[config.mk]
export PLATFORM = sky130hd
export DESIGN_NAME = cipher_stream_packer
export DESIGN_NICKNAME = d
export VERILOG_FILES = /design/src/rtl/cipher_pkg.sv /design/src/rtl/cipher_sync_fifo.sv /design/src/rtl/cipher_stream_packer.sv
export SDC_FILE = /design/constraint.sdc
export NUM_CORES = 1
export LEC_CHECK = 0
export ABC_AREA = 0
export CAP_MARGIN = 20
export CELL_PAD_IN_SITES_DETAIL_PLACEMENT = 1
export CELL_PAD_IN_SITES_GLOBAL_PLACEMENT = 1
export CORE_ASPECT_RATIO = 0.6
export CORE_MARGIN = 3
export CORE_UTILIZATION = 41
export DETAILED_ROUTE_END_ITERATION = 12
export PLACE_DENSITY_LB_ADDON = 0.1
export SYNTH_ARGS = -nofsm -noshare
export SYNTH_HDL_FRONTEND = slang
export SYNTH_SLANG_ARGS = --single-unit
[constraint.sdc]
create_clock -name clk -period 5.5 [get_ports clk]
set_input_delay 1.1 -clock clk [delete_from_list [all_inputs] [get_ports clk]]
set_output_delay 1.1 -clock clk [all_outputs]
set_load 0.01 [all_outputs]
[src/rtl/cipher_pkg.sv]
// Shared types for the cipher stream packer: character width,
// FIFO entry layout and frame FSM states.
package cipher_pkg;

    localparam int CHAR_W = 8;

    typedef struct packed {
        logic              last;
        logic [CHAR_W-1:0] ch;
    } entry_t;

    localparam int ENTRY_W = $bits(entry_t);

    typedef enum logic {
        IDLE,
        FILL
    } frame_state_t;

endpackage

[src/rtl/cipher_sync_fifo.sv]
// Generic synchronous FIFO, first-word-fall-through read, with a port
// that ORs a mask into the most recently written entry.
module cipher_sync_fifo #(
    parameter int WIDTH = 9,
    parameter int DEPTH = 16
) (
    input  logic                     clk,
    input  logic                     rst,
    input  logic                     push,
    input  logic [WIDTH-1:0]         din,
    input  logic                     pop,
    output logic [WIDTH-1:0]         dout,
    input  logic                     tail_en,
    input  logic [WIDTH-1:0]         tail_mask,
    output logic                     full,
    output logic                     empty,
    output logic [$clog2(DEPTH):0]   count
);

    localparam int AW = $clog2(DEPTH);

    logic [WIDTH-1:0] mem [DEPTH];
    logic [AW:0]      wr_ptr;
    logic [AW:0]      rd_ptr;
    logic [AW-1:0]    tail_addr;
    logic             wr_en;
    logic             rd_en;

    // Wrap bits differ and index bits match: every slot is occupied.
    assign empty     = (wr_ptr == rd_ptr);
    assign full      = (wr_ptr[AW] != rd_ptr[AW]) &&
                       (wr_ptr[AW-1:0] == rd_ptr[AW-1:0]);
    assign count     = wr_ptr - rd_ptr;
    assign rd_en     = pop & ~empty;
    assign wr_en     = push & (~full | rd_en);
    assign tail_addr = wr_ptr[AW-1:0] - 1'b1;
    assign dout      = mem[rd_ptr[AW-1:0]];

    always_ff @(posedge clk) begin
        if (rst) begin
            wr_ptr <= '0;
            rd_ptr <= '0;
        end else begin
            if (wr_en) wr_ptr <= wr_ptr + 1'b1;
            if (rd_en) rd_ptr <= rd_ptr + 1'b1;
        end
    end

    always_ff @(posedge clk) begin
        if (wr_en) mem[wr_ptr[AW-1:0]] <= din;
        if (tail_en) mem[tail_addr] <= mem[tail_addr] | tail_mask;
    end

endmodule

[src/rtl/cipher_stream_packer.sv]
// Buffers the cipher character stream into MSG_LEN frames for a byte consumer.
// Define CIPHER_PASSTHRU_EN to forward out-of-table characters raw.
module cipher_stream_packer
    import cipher_pkg::*;
#(
    parameter int DEPTH   = 16,
    parameter int MSG_LEN = 16
) (
    input  logic                   clk,
    input  logic                   rst,
    input  logic                   in_stb,
    input  logic                   in_valid,
    input  logic [CHAR_W-1:0]      in_char,
    input  logic [CHAR_W-1:0]      raw_char,
    input  logic                   flush,
    output logic                   out_valid,
    input  logic                   out_ready,
    output logic [CHAR_W-1:0]      out_data,
    output logic                   out_last,
    output logic [$clog2(DEPTH):0] count,
    output logic                   overflow,
    output logic [7:0]             drop_cnt
);

    localparam logic [7:0] LAST_IDX = 8'(MSG_LEN - 1);

    frame_state_t      state;
    logic [7:0]        frame_cnt;
    logic              push_req;
    logic [CHAR_W-1:0] push_ch;
    logic              push_ok;
    logic              pop;
    logic              frame_end;
    logic              tail_en;
    logic              fifo_full;
    logic              fifo_empty;
    entry_t            push_entry;
    entry_t            head;
    entry_t            tail_mask;

`ifdef CIPHER_PASSTHRU_EN
    assign push_req = in_stb;
    assign push_ch  = in_valid ? in_char : raw_char;
    assign drop_cnt = '0;
`else
    logic unused_raw;

    assign push_req   = in_stb & in_valid;
    assign push_ch    = in_char;
    assign unused_raw = ^raw_char;

    always_ff @(posedge clk) begin
        if (rst) begin
            drop_cnt <= '0;
        end else if (in_stb && !in_valid && drop_cnt != 8'hFF) begin
            drop_cnt <= drop_cnt + 8'd1;
        end
    end
`endif

    assign pop        = ~fifo_empty & out_ready;
    assign push_ok    = push_req & (~fifo_full | pop);
    assign frame_end  = (frame_cnt == LAST_IDX) | flush;
    assign push_entry = '{last: frame_end, ch: push_ch};
    assign tail_mask  = '{last: 1'b1, ch: '0};
    // A bare flush closes the frame by tagging the entry already written.
    assign tail_en    = flush & ~push_ok & (state == FILL);

    cipher_sync_fifo #(
        .WIDTH (ENTRY_W),
        .DEPTH (DEPTH)
    ) u_fifo (
        .clk       (clk),
        .rst       (rst),
        .push      (push_req),
        .din       (push_entry),
        .pop       (pop),
        .dout      (head),
        .tail_en   (tail_en),
        .tail_mask (tail_mask),
        .full      (fifo_full),
        .empty     (fifo_empty),
        .count     (count)
    );

    always_ff @(posedge clk) begin
        if (rst) begin
            state     <= IDLE;
            frame_cnt <= '0;
        end else if (push_ok) begin
            if (frame_end) begin
                state     <= IDLE;
                frame_cnt <= '0;
            end else begin
                state     <= FILL;
                frame_cnt <= frame_cnt + 8'd1;
            end
        end else if (flush && state == FILL) begin
            state     <= IDLE;
            frame_cnt <= '0;
        end
    end

    always_ff @(posedge clk) begin
        if (rst) begin
            overflow <= 1'b0;
        end else if (push_req && fifo_full && !pop) begin
            overflow <= 1'b1;
        end
    end

    assign out_valid = ~fifo_empty;
    assign out_data  = fifo_empty ? '0 : head.ch;
    assign out_last  = fifo_empty ? 1'b0 : head.last;

endmodule
==> flow_summary.html <==
<table>
<tr><th>Metric</th><th>Value</th></tr>
<tr><th colspan="2">Critical path</th></tr>
<tr><td>Crit start category</td><td>flop</td></tr>
<tr><td>Largest stage delay, worst path</td><td>770 ps</td></tr>
<tr><td>Crit path top cell by count</td><td>sky130_fd_sc_hd__mux4_2</td></tr>
<tr><td>WP data required</td><td>4400 ps</td></tr>
<tr><td>Peak fanout along the critical path</td><td>20</td></tr>
<tr><td>Reg-to-Reg Start</td><td>u_fifo.wr_ptr[0]</td></tr>
<tr><td>CP endpoint kind</td><td>primary output</td></tr>
<tr><td>Signal arrival time at the worst endpoint</td><td>3280 ps</td></tr>
<tr><td>Category of the critical setup timing path</td><td>reg2out</td></tr>
<tr><td>Worst path slowest cell</td><td>sky130_fd_sc_hd__dfxtp_2</td></tr>
<tr><td>Cell-by-cell listing of the critical path</td><td>buf_12 &gt; mux4_2 &gt; mux4_2 &gt; nor2b_1 &gt; clkdlybuf4s50_1</td></tr>
<tr><th colspan="2">Yosys</th></tr>
<tr><td>Number of storage elements in the synthesis netlist</td><td>176</td></tr>
<tr><td>Avg Inst Size Synth</td><td>15.7 um2</td></tr>
<tr><td>Register area share after synthesis</td><td>0.654</td></tr>
<tr><td>Number of enable-type register cells in the synthesized netlist</td><td>144</td></tr>
<tr><td>Most repeated cell in the gate-level netlist after synthesis</td><td>sky130_fd_sc_hd__edfxtp_1</td></tr>
<tr><td>Gate count after technology mapping</td><td>484</td></tr>
<tr><td>Cell taking the most area after synthesis</td><td>sky130_fd_sc_hd__edfxtp_1</td></tr>
<tr><td>Post-synth cell types</td><td>52</td></tr>
<tr><td>Post-Syn Nets</td><td>516</td></tr>
<tr><td>Share of Yosys cell area claimed by the top area cell type</td><td>0.569</td></tr>
<tr><td>Yosys warning total</td><td>0</td></tr>
<tr><td>Leading cell types by total area after synthesis</td><td>sky130_fd_sc_hd__edfxtp_1 57%, sky130_fd_sc_hd__mux4_2 13%, sky130_fd_sc_hd__dfxtp_1 8.4%, sky130_fd_sc_hd__nor2b_1 1.8%, sky130_fd_sc_hd__a21oi_1 1.6%</td></tr>
<tr><td>Syn Std Cell Area</td><td>7590 um2</td></tr>
<tr><td>Proportion of register bits with asynchronous set or reset after synthesis</td><td>0</td></tr>
<tr><td>List of most frequent post-synthesis cells</td><td>144 x sky130_fd_sc_hd__edfxtp_1, 45 x sky130_fd_sc_hd__mux4_2, 32 x sky130_fd_sc_hd__dfxtp_1</td></tr>
<tr><td>Dominant synthesized flop cell</td><td>sky130_fd_sc_hd__edfxtp_1</td></tr>
<tr><th colspan="2">STA</th></tr>
<tr><td>Setup-violating endpoint count in the final report</td><td>0</td></tr>
<tr><td>Post-route worst setup slack</td><td>1120 ps</td></tr>
<tr><td>Relative slew slack</td><td>0.356</td></tr>
<tr><td>Transition time of the tightest slew-check pin</td><td>966 ps</td></tr>
<tr><td>Peak Freq</td><td>0.228 GHz</td></tr>
<tr><td>Final Hold Vio Count</td><td>0</td></tr>
<tr><td>Number of slew-limit violations in the final report</td><td>0</td></tr>
<tr><td>Unrepaired setup endpoints after global routing</td><td>false</td></tr>
<tr><td>TNS Setup</td><td>0 ps</td></tr>
<tr><td>Time the final worst path needs with I/O delays and setup</td><td>4380 ps</td></tr>
<tr><td>Post-route clock skew</td><td>9.52 ps</td></tr>
<tr><td>Tcrit/Tclk final</td><td>0.796</td></tr>
<tr><th colspan="2">Placement</th></tr>
<tr><td>Final Wtd Congestion</td><td>0.789</td></tr>
<tr><td>Count of input and output buffers</td><td>37</td></tr>
<tr><td>Half-perimeter wire length after detailed placement</td><td>12200 um</td></tr>
<tr><td>Place WS</td><td>1430 ps</td></tr>
<tr><th colspan="2">Floorplanning</th></tr>
<tr><td>Core area</td><td>17600 um2</td></tr>
<tr><td>Site row count</td><td>37</td></tr>
<tr><td>Total Die Area</td><td>20200 um2</td></tr>
<tr><td>Top Ports</td><td>46</td></tr>
<tr><td>Initial core utilization</td><td>0.431</td></tr>
<tr><td>Horiz. Die Dim</td><td>182 um</td></tr>
<tr><td>Floorplan die height</td><td>111 um</td></tr>
<tr><th colspan="2">Global routing</th></tr>
<tr><td>GRT Residual Overflow</td><td>0</td></tr>
<tr><td>Tot GR Track Use</td><td>0.186</td></tr>
<tr><td>Largest net degree at the start of global routing</td><td>37</td></tr>
<tr><td>Initial antenna violation count</td><td>0</td></tr>
<tr><td>First-pass GRT wire length</td><td>28300 um</td></tr>
<tr><td>Number of global-route vias before repair</td><td>4606</td></tr>
<tr><th colspan="2">Detailed routing</th></tr>
<tr><td>Total detailed-routing wirelength</td><td>18100 um</td></tr>
<tr><td>Number of remaining DRC errors</td><td>0</td></tr>
<tr><td>Router iterations before antenna repair</td><td>5</td></tr>
<tr><td>Total via count in the routed design</td><td>4537</td></tr>
<tr><td>Post-DR vias/cell</td><td>5.77</td></tr>
<tr><td>Residual antenna-violating net count after detailed routing</td><td>0</td></tr>
<tr><td>Detail-routed net length per standard cell</td><td>23.0 um</td></tr>
<tr><td>Number of violations reported at the end of detailed-routing iteration 0</td><td>389</td></tr>
<tr><th colspan="2">Layout</th></tr>
<tr><td>Diodes inserted</td><td>0</td></tr>
<tr><td>Net count, final</td><td>571</td></tr>
<tr><td>Fraction of final layout cells sized beyond drive strength 1</td><td>0.199</td></tr>
<tr><td>Layout Area Growth over Synthesis</td><td>18.5%</td></tr>
<tr><th colspan="2">Clock network</th></tr>
<tr><td>Post-cts gate resize count</td><td>0</td></tr>
<tr><td>Number of buffers inserted during clock tree synthesis</td><td>17</td></tr>
<tr><td>Clock-pin slew on the worst setup and hold paths</td><td>70 ps</td></tr>
<tr><td>Clock Sinks</td><td>176</td></tr>
<tr><td>Post-CTS Setup Repair Bufs</td><td>0</td></tr>
<tr><td>Clk Tree Root Cell</td><td>sky130_fd_sc_hd__clkbuf_16</td></tr>
<tr><td>Clock tree from TritonCTS</td><td>yes</td></tr>
<tr><td>Count of hold-fix buffers inserted at cts</td><td>0</td></tr>
<tr><td>Worst-Skew Late Latency</td><td>420 ps</td></tr>
<tr><td>Clk buf depth</td><td>2</td></tr>
<tr><td>Number of H-tree levels</td><td>4</td></tr>
<tr><th colspan="2">Pwr</th></tr>
<tr><td>Power density over the cells</td><td>350 nW/um2</td></tr>
<tr><td>Net switching power</td><td>0.000736 W</td></tr>
<tr><td>Leakage power total</td><td>2.81 nW</td></tr>
<tr><td>Internal cell power</td><td>0.00242 W</td></tr>
<tr><td>Clock power frac</td><td>0.409</td></tr>
<tr><td>Sequential share of power</td><td>0.470</td></tr>
<tr><td>Switch share</td><td>0.233</td></tr>
<tr><td>Maximum resistive drop on vdd</td><td>206 uV</td></tr>
<tr><td>Comb power frac</td><td>0.121</td></tr>
<tr><th colspan="2">Outcome</th></tr>
<tr><td>Result of the run</td><td>complete, no violations</td></tr>
<tr><th colspan="2">Hold path</th></tr>
<tr><td>Hold/Removal Path Class</td><td>reg2reg</td></tr>
<tr><td>Startpoint of the most critical hold path</td><td>overflow</td></tr>
<tr><th colspan="2">Run</th></tr>
<tr><td>Count of maximum capacitance violations</td><td>0</td></tr>
</table>
## sequential cells by signal (all words and copies together), names as in the netlist, named ones only
signal and cells:
frame_cnt 8, u_fifo.wr_ptr 5, state 1, u_fifo.rd_ptr 5
drop_cnt 8, overflow 1, u_fifo.mem 144
## critical path: cells and delay by family (launching register included)
family	cells	cell delay, ps
flip-flops	1	770
multiplexers	2	1100
buffers and inverters	2	810
AND/OR/NAND/NOR	1	150
## layout by cell type (no fill, tap or decap), types with 3 or more instances in the layout
master                            instances
sky130_fd_sc_hd__ha_1                     9
sky130_fd_sc_hd__a311o_1                  3
sky130_fd_sc_hd__nor4_1                   3
sky130_fd_sc_hd__dfxtp_1                 31
sky130_fd_sc_hd__a21oi_1                 24
sky130_fd_sc_hd__clkdlybuf4s50_1         37
sky130_fd_sc_hd__a31oi_1                 13
sky130_fd_sc_hd__inv_1                   14
sky130_fd_sc_hd__nor2_1                  27
sky130_fd_sc_hd__o211ai_1                 4
sky130_fd_sc_hd__xnor2_1                 10
sky130_fd_sc_hd__edfxtp_1               144
sky130_fd_sc_hd__clkbuf_16               17
sky130_fd_sc_hd__nor3_1                   8
sky130_fd_sc_hd__nor2b_1                 22
sky130_fd_sc_hd__nand2_1                 16
sky130_fd_sc_hd__nand4_1                  9
sky130_fd_sc_hd__a41oi_1                  3
sky130_fd_sc_hd__o21ai_0                  4
sky130_fd_sc_hd__inv_6                    3
sky130_fd_sc_hd__buf_4                   22
sky130_fd_sc_hd__nand2b_1                 4
sky130_fd_sc_hd__clkinv_4                 3
sky130_fd_sc_hd__nand3_1                 17
sky130_fd_sc_hd__bufinv_16                4
sky130_fd_sc_hd__mux4_2                  45
## logic make-up (layout without fill, tap and decap cells)
| kind of cell | Yosys count | in the layout | synth area share |
|---|---|---|---|
| AO/OA/AOI/OAI | 74 | 74 | 0.0671 |
| XOR/XNOR | 13 | 13 | 0.0160 |
| adder cells (fa/ha/maj) | 10 | 10 | 0.0175 |
| buffers and inverters | 39 | 107 | 0.0208 |
| flip-flops | 176 | 176 | 0.654 |
| multiplexers | 49 | 49 | 0.139 |
| AND/OR/NAND/NOR | 123 | 123 | 0.0860 |
## final timing paths
path	end	slack, ps	cells past startpoint
hold / removal	overflow	470	2
setup reg to reg	u_fifo.mem[7][7]	1830	7
hold reg to reg	overflow	470	2
setup / recovery	out_last	1120	5
## stage by stage
step	total power [W]	hold WS, ps	instances	utilization	cell area, um2
after floorplan	0.00173	465	484	-	7590
after global placement	0.00188	454	743	0.469	8270
after detailed placement	0.00189	466	744	0.470	8300
after CTS	0.00318	481	776	0.506	8930
after global routing	0.00327	521	786	0.510	9000
final	0.00315	469	786	0.510	9000
## power by group through the flow
stage                     Combinational, W  Clock, W  Sequential, W
after floorplan                   0.000244         0        0.00149
after CTS                         0.000381   0.00132        0.00148
after global placement            0.000370         0        0.00151
after global routing              0.000413   0.00137        0.00149
after detailed placement          0.000379         0        0.00151
final                             0.000383   0.00129        0.00148
## routing by layer
layer / wire length (um) / global-route usage / vias up
li1: - / - / 2045
met1: 9390 / 0.300 / 2390
met2: 7660 / 0.255 / 95
met3: 982 / 0.0437 / 7
met4: 89 / 0.0380 / 0
met5: 0 / 0 / -
## area by class of cell
class	count	area, um2
multi-input cells	269	2480
clock buffers	18	429
flip-flops and latches	176	4970
well taps	234	293
clock inverters	14	201
repair buffers	61	583
fillers	1691	8640
inverters	14	52.6
No activity file was read; power rests on OpenSTA's default activity.
==> RTL edit: new RTL, config.mk and constraints unchanged <==
`DEPTH` is set to 16 in 2 places; all go to 8.
--- a/src/rtl/cipher_sync_fifo.sv
+++ b/src/rtl/cipher_sync_fifo.sv
@@ -3,5 +3,5 @@
 module cipher_sync_fifo #(
     parameter int WIDTH = 9,
-    parameter int DEPTH = 16
+    parameter int DEPTH = 8
 ) (
     input  logic                     clk,
--- a/src/rtl/cipher_stream_packer.sv
+++ b/src/rtl/cipher_stream_packer.sv
@@ -4,5 +4,5 @@
     import cipher_pkg::*;
 #(
-    parameter int DEPTH   = 16,
+    parameter int DEPTH   = 8,
     parameter int MSG_LEN = 16
 ) (
Interface: changed (resized count); port bits go from 46 to 45. The function was not compared with the original's and may differ.
==> RTL edit against the unedited design <==
- maximum frequency is 6.1% higher
- setup slack better by 250 ps
- power is 45% lower
- via count is 37% lower
- first-iteration DRC count is 37% lower
- routed wire length is 44% lower
- area after synthesis is 41% lower
- sequential cell count is 75 lower
- synthesized cell count is 31% lower
- combinational power is 45% lower
- design area is 40% lower
- register-to-register slack better by 210 ps
- critical endpoint unchanged
- highest routed layer unchanged
==> RTL edit: results <==
{
  "outcome": "complete, no violations",
  "synth_common_cells": "edfxtp_1 (72), dfxtp_1 (29), nor2_1 (27)",
  "vias_per_cell": 5.560,
  "fin_nets": 405,
  "worstRegToRegCells": 6,
  "gp_congestion": 0.7460,
  "dr.pass1.iters": 4,
  "cts_hold_buf": 0,
  "reg_top3": "u_fifo.mem x72, drop_cnt x8, frame_cnt x8",
  "grt_max_degree": 28,
  "skew_ps": 6.613,
  "yosysSeqAreaShare_pct": 61.14,
  "slowest_delay_ps": 670,
  "place_inst": 497,
  "cp_slowest_cell": "nor2_1",
  "hpwl_um": 7112,
  "track_usage_pct": 17.48,
  "portBuffers": 36,
  "yosys_warnings": 0,
  "routedWlPerCell_um": 19.56,
  "postSynthNetCount": 363,
  "critPathTopFamily": "simple AND/OR/NAND/NOR gates",
  "drive_above_1_share_pct": 12.93,
  "post_cts_buffers": 0,
  "fillers": 1041,
  "crit_path_max_fanout": 10,
  "synth-edff-count": 72,
  "synth_area_per_cell_um2": 13.51,
  "synthTopCellsByArea": "edfxtp_1 (48%), dfxtp_1 (13%), mux4_2 (9.0%)",
  "max-slew-margin-rel_pct": 36.95,
  "synth_cell_types": 47,
  "grt_first_pass_wirelength_um": 16220,
  "ant_nets": 0,
  "clock_latency_ps": 340,
  "ir_drop_mv": 0.2137,
  "first_iter_violations": 244,
  "cts_htree_levels": 3,
  "internal_power_mw": 1.332,
  "post-place-ws_ps": 1549,
  "p_leak_nw": 1.710,
  "grt_pass1_vias": 2890,
  "cts_buffers": 9,
  "stdcell_count": 514,
  "arrival_ps": 3030
}
## RTL edit: changes by cell type in the layout (fill, tap and decap cells not counted), moves of 5 or more
cell and change:
nand4_1 -7, a31oi_1 -11, edfxtp_1 -72, mux2i_1 +9
a21oi_1 -6, o211ai_1 +5, buf_4 -14, mux4_2 -27
clkbuf_16 -8, nor2b_1 -13
## RTL edit: worst paths after layout
path | startpoint | endpoint | slack [ps]
worst max register to register | u_fifo.wr_ptr[0]$_SDFFE_PP0P_ | u_fifo.mem[6][0]$_DFFE_PP_ | 2040
worst min-delay path | overflow$_SDFFE_PP0P_ | overflow$_SDFFE_PP0P_ | 480
worst max-delay path | u_fifo.wr_ptr[0]$_SDFFE_PP0P_ | out_last | 1370
worst min register to register | overflow$_SDFFE_PP0P_ | overflow$_SDFFE_PP0P_ | 480
## RTL edit: layout make-up
type / count / area share, %
sequential: 101 / 51.05
multi-input combinational: 203 / 30.74
timing repair buffer: 45 / 8.104
clock buffer: 9 / 4.192
tap: 135 / 3.144
clock inverter: 7 / 1.793
inverter: 14 / 0.9781
## RTL edit: power by group through the flow
| stage | logic [mW] | clock network [mW] | registers (mW) |
|---|---|---|---|
| after floorplan | 0.125 | 0 | 0.849 |
| after global placement | 0.209 | 0 | 0.854 |
| after detailed placement | 0.212 | 0 | 0.854 |
| after CTS | 0.213 | 0.687 | 0.838 |
| after global routing | 0.234 | 0.723 | 0.839 |
| final | 0.210 | 0.674 | 0.838 |
## RTL edit: per-stage QoR
stage	total power, mW	area, um2	hold slack [ps]
2_1_floorplan	0.9748	4486	460.7
3_3_place_gp	1.062	5036	467.0
3_5_place_dp	1.066	5036	470.3
4_1_cts	1.738	5358	487.4
5_1_grt	1.797	5373	507.1
6_report	1.723	5373	477.2
## RTL edit: logic make-up after synthesis
| family | share of synthesized area (%) |
|---|---|
| DFF | 61.14 |
| muxes | 11.49 |
| buffers and inverters | 2.594 |
| xor gates and xnor gates | 2.315 |
| and+or+nand+nor | 10.91 |
| adders and majority gates | 2.678 |
| AOI/OAI and AO/OA | 8.870 |
## RTL edit: worst register-to-register path, cell delays in order, from the launching register on
cell      delay, ps
dfxtp_1         530
inv_1           280
ha_1            380
nand4b_1        280
o21a_1          580
nand2_1         340
nor2_1          700
## RTL edit: layer usage
| layer | up-vias | wire length (um) | track usage [%] |
|---|---|---|---|
| li1 | 1369 | - | - |
| met1 | 1442 | 5334 | 27.19 |
| met2 | 39 | 4205 | 24.74 |
| met3 | 8 | 429 | 4.334 |
| met4 | 0 | 84 | 3.694 |
| met5 | - | 0 | 0 |
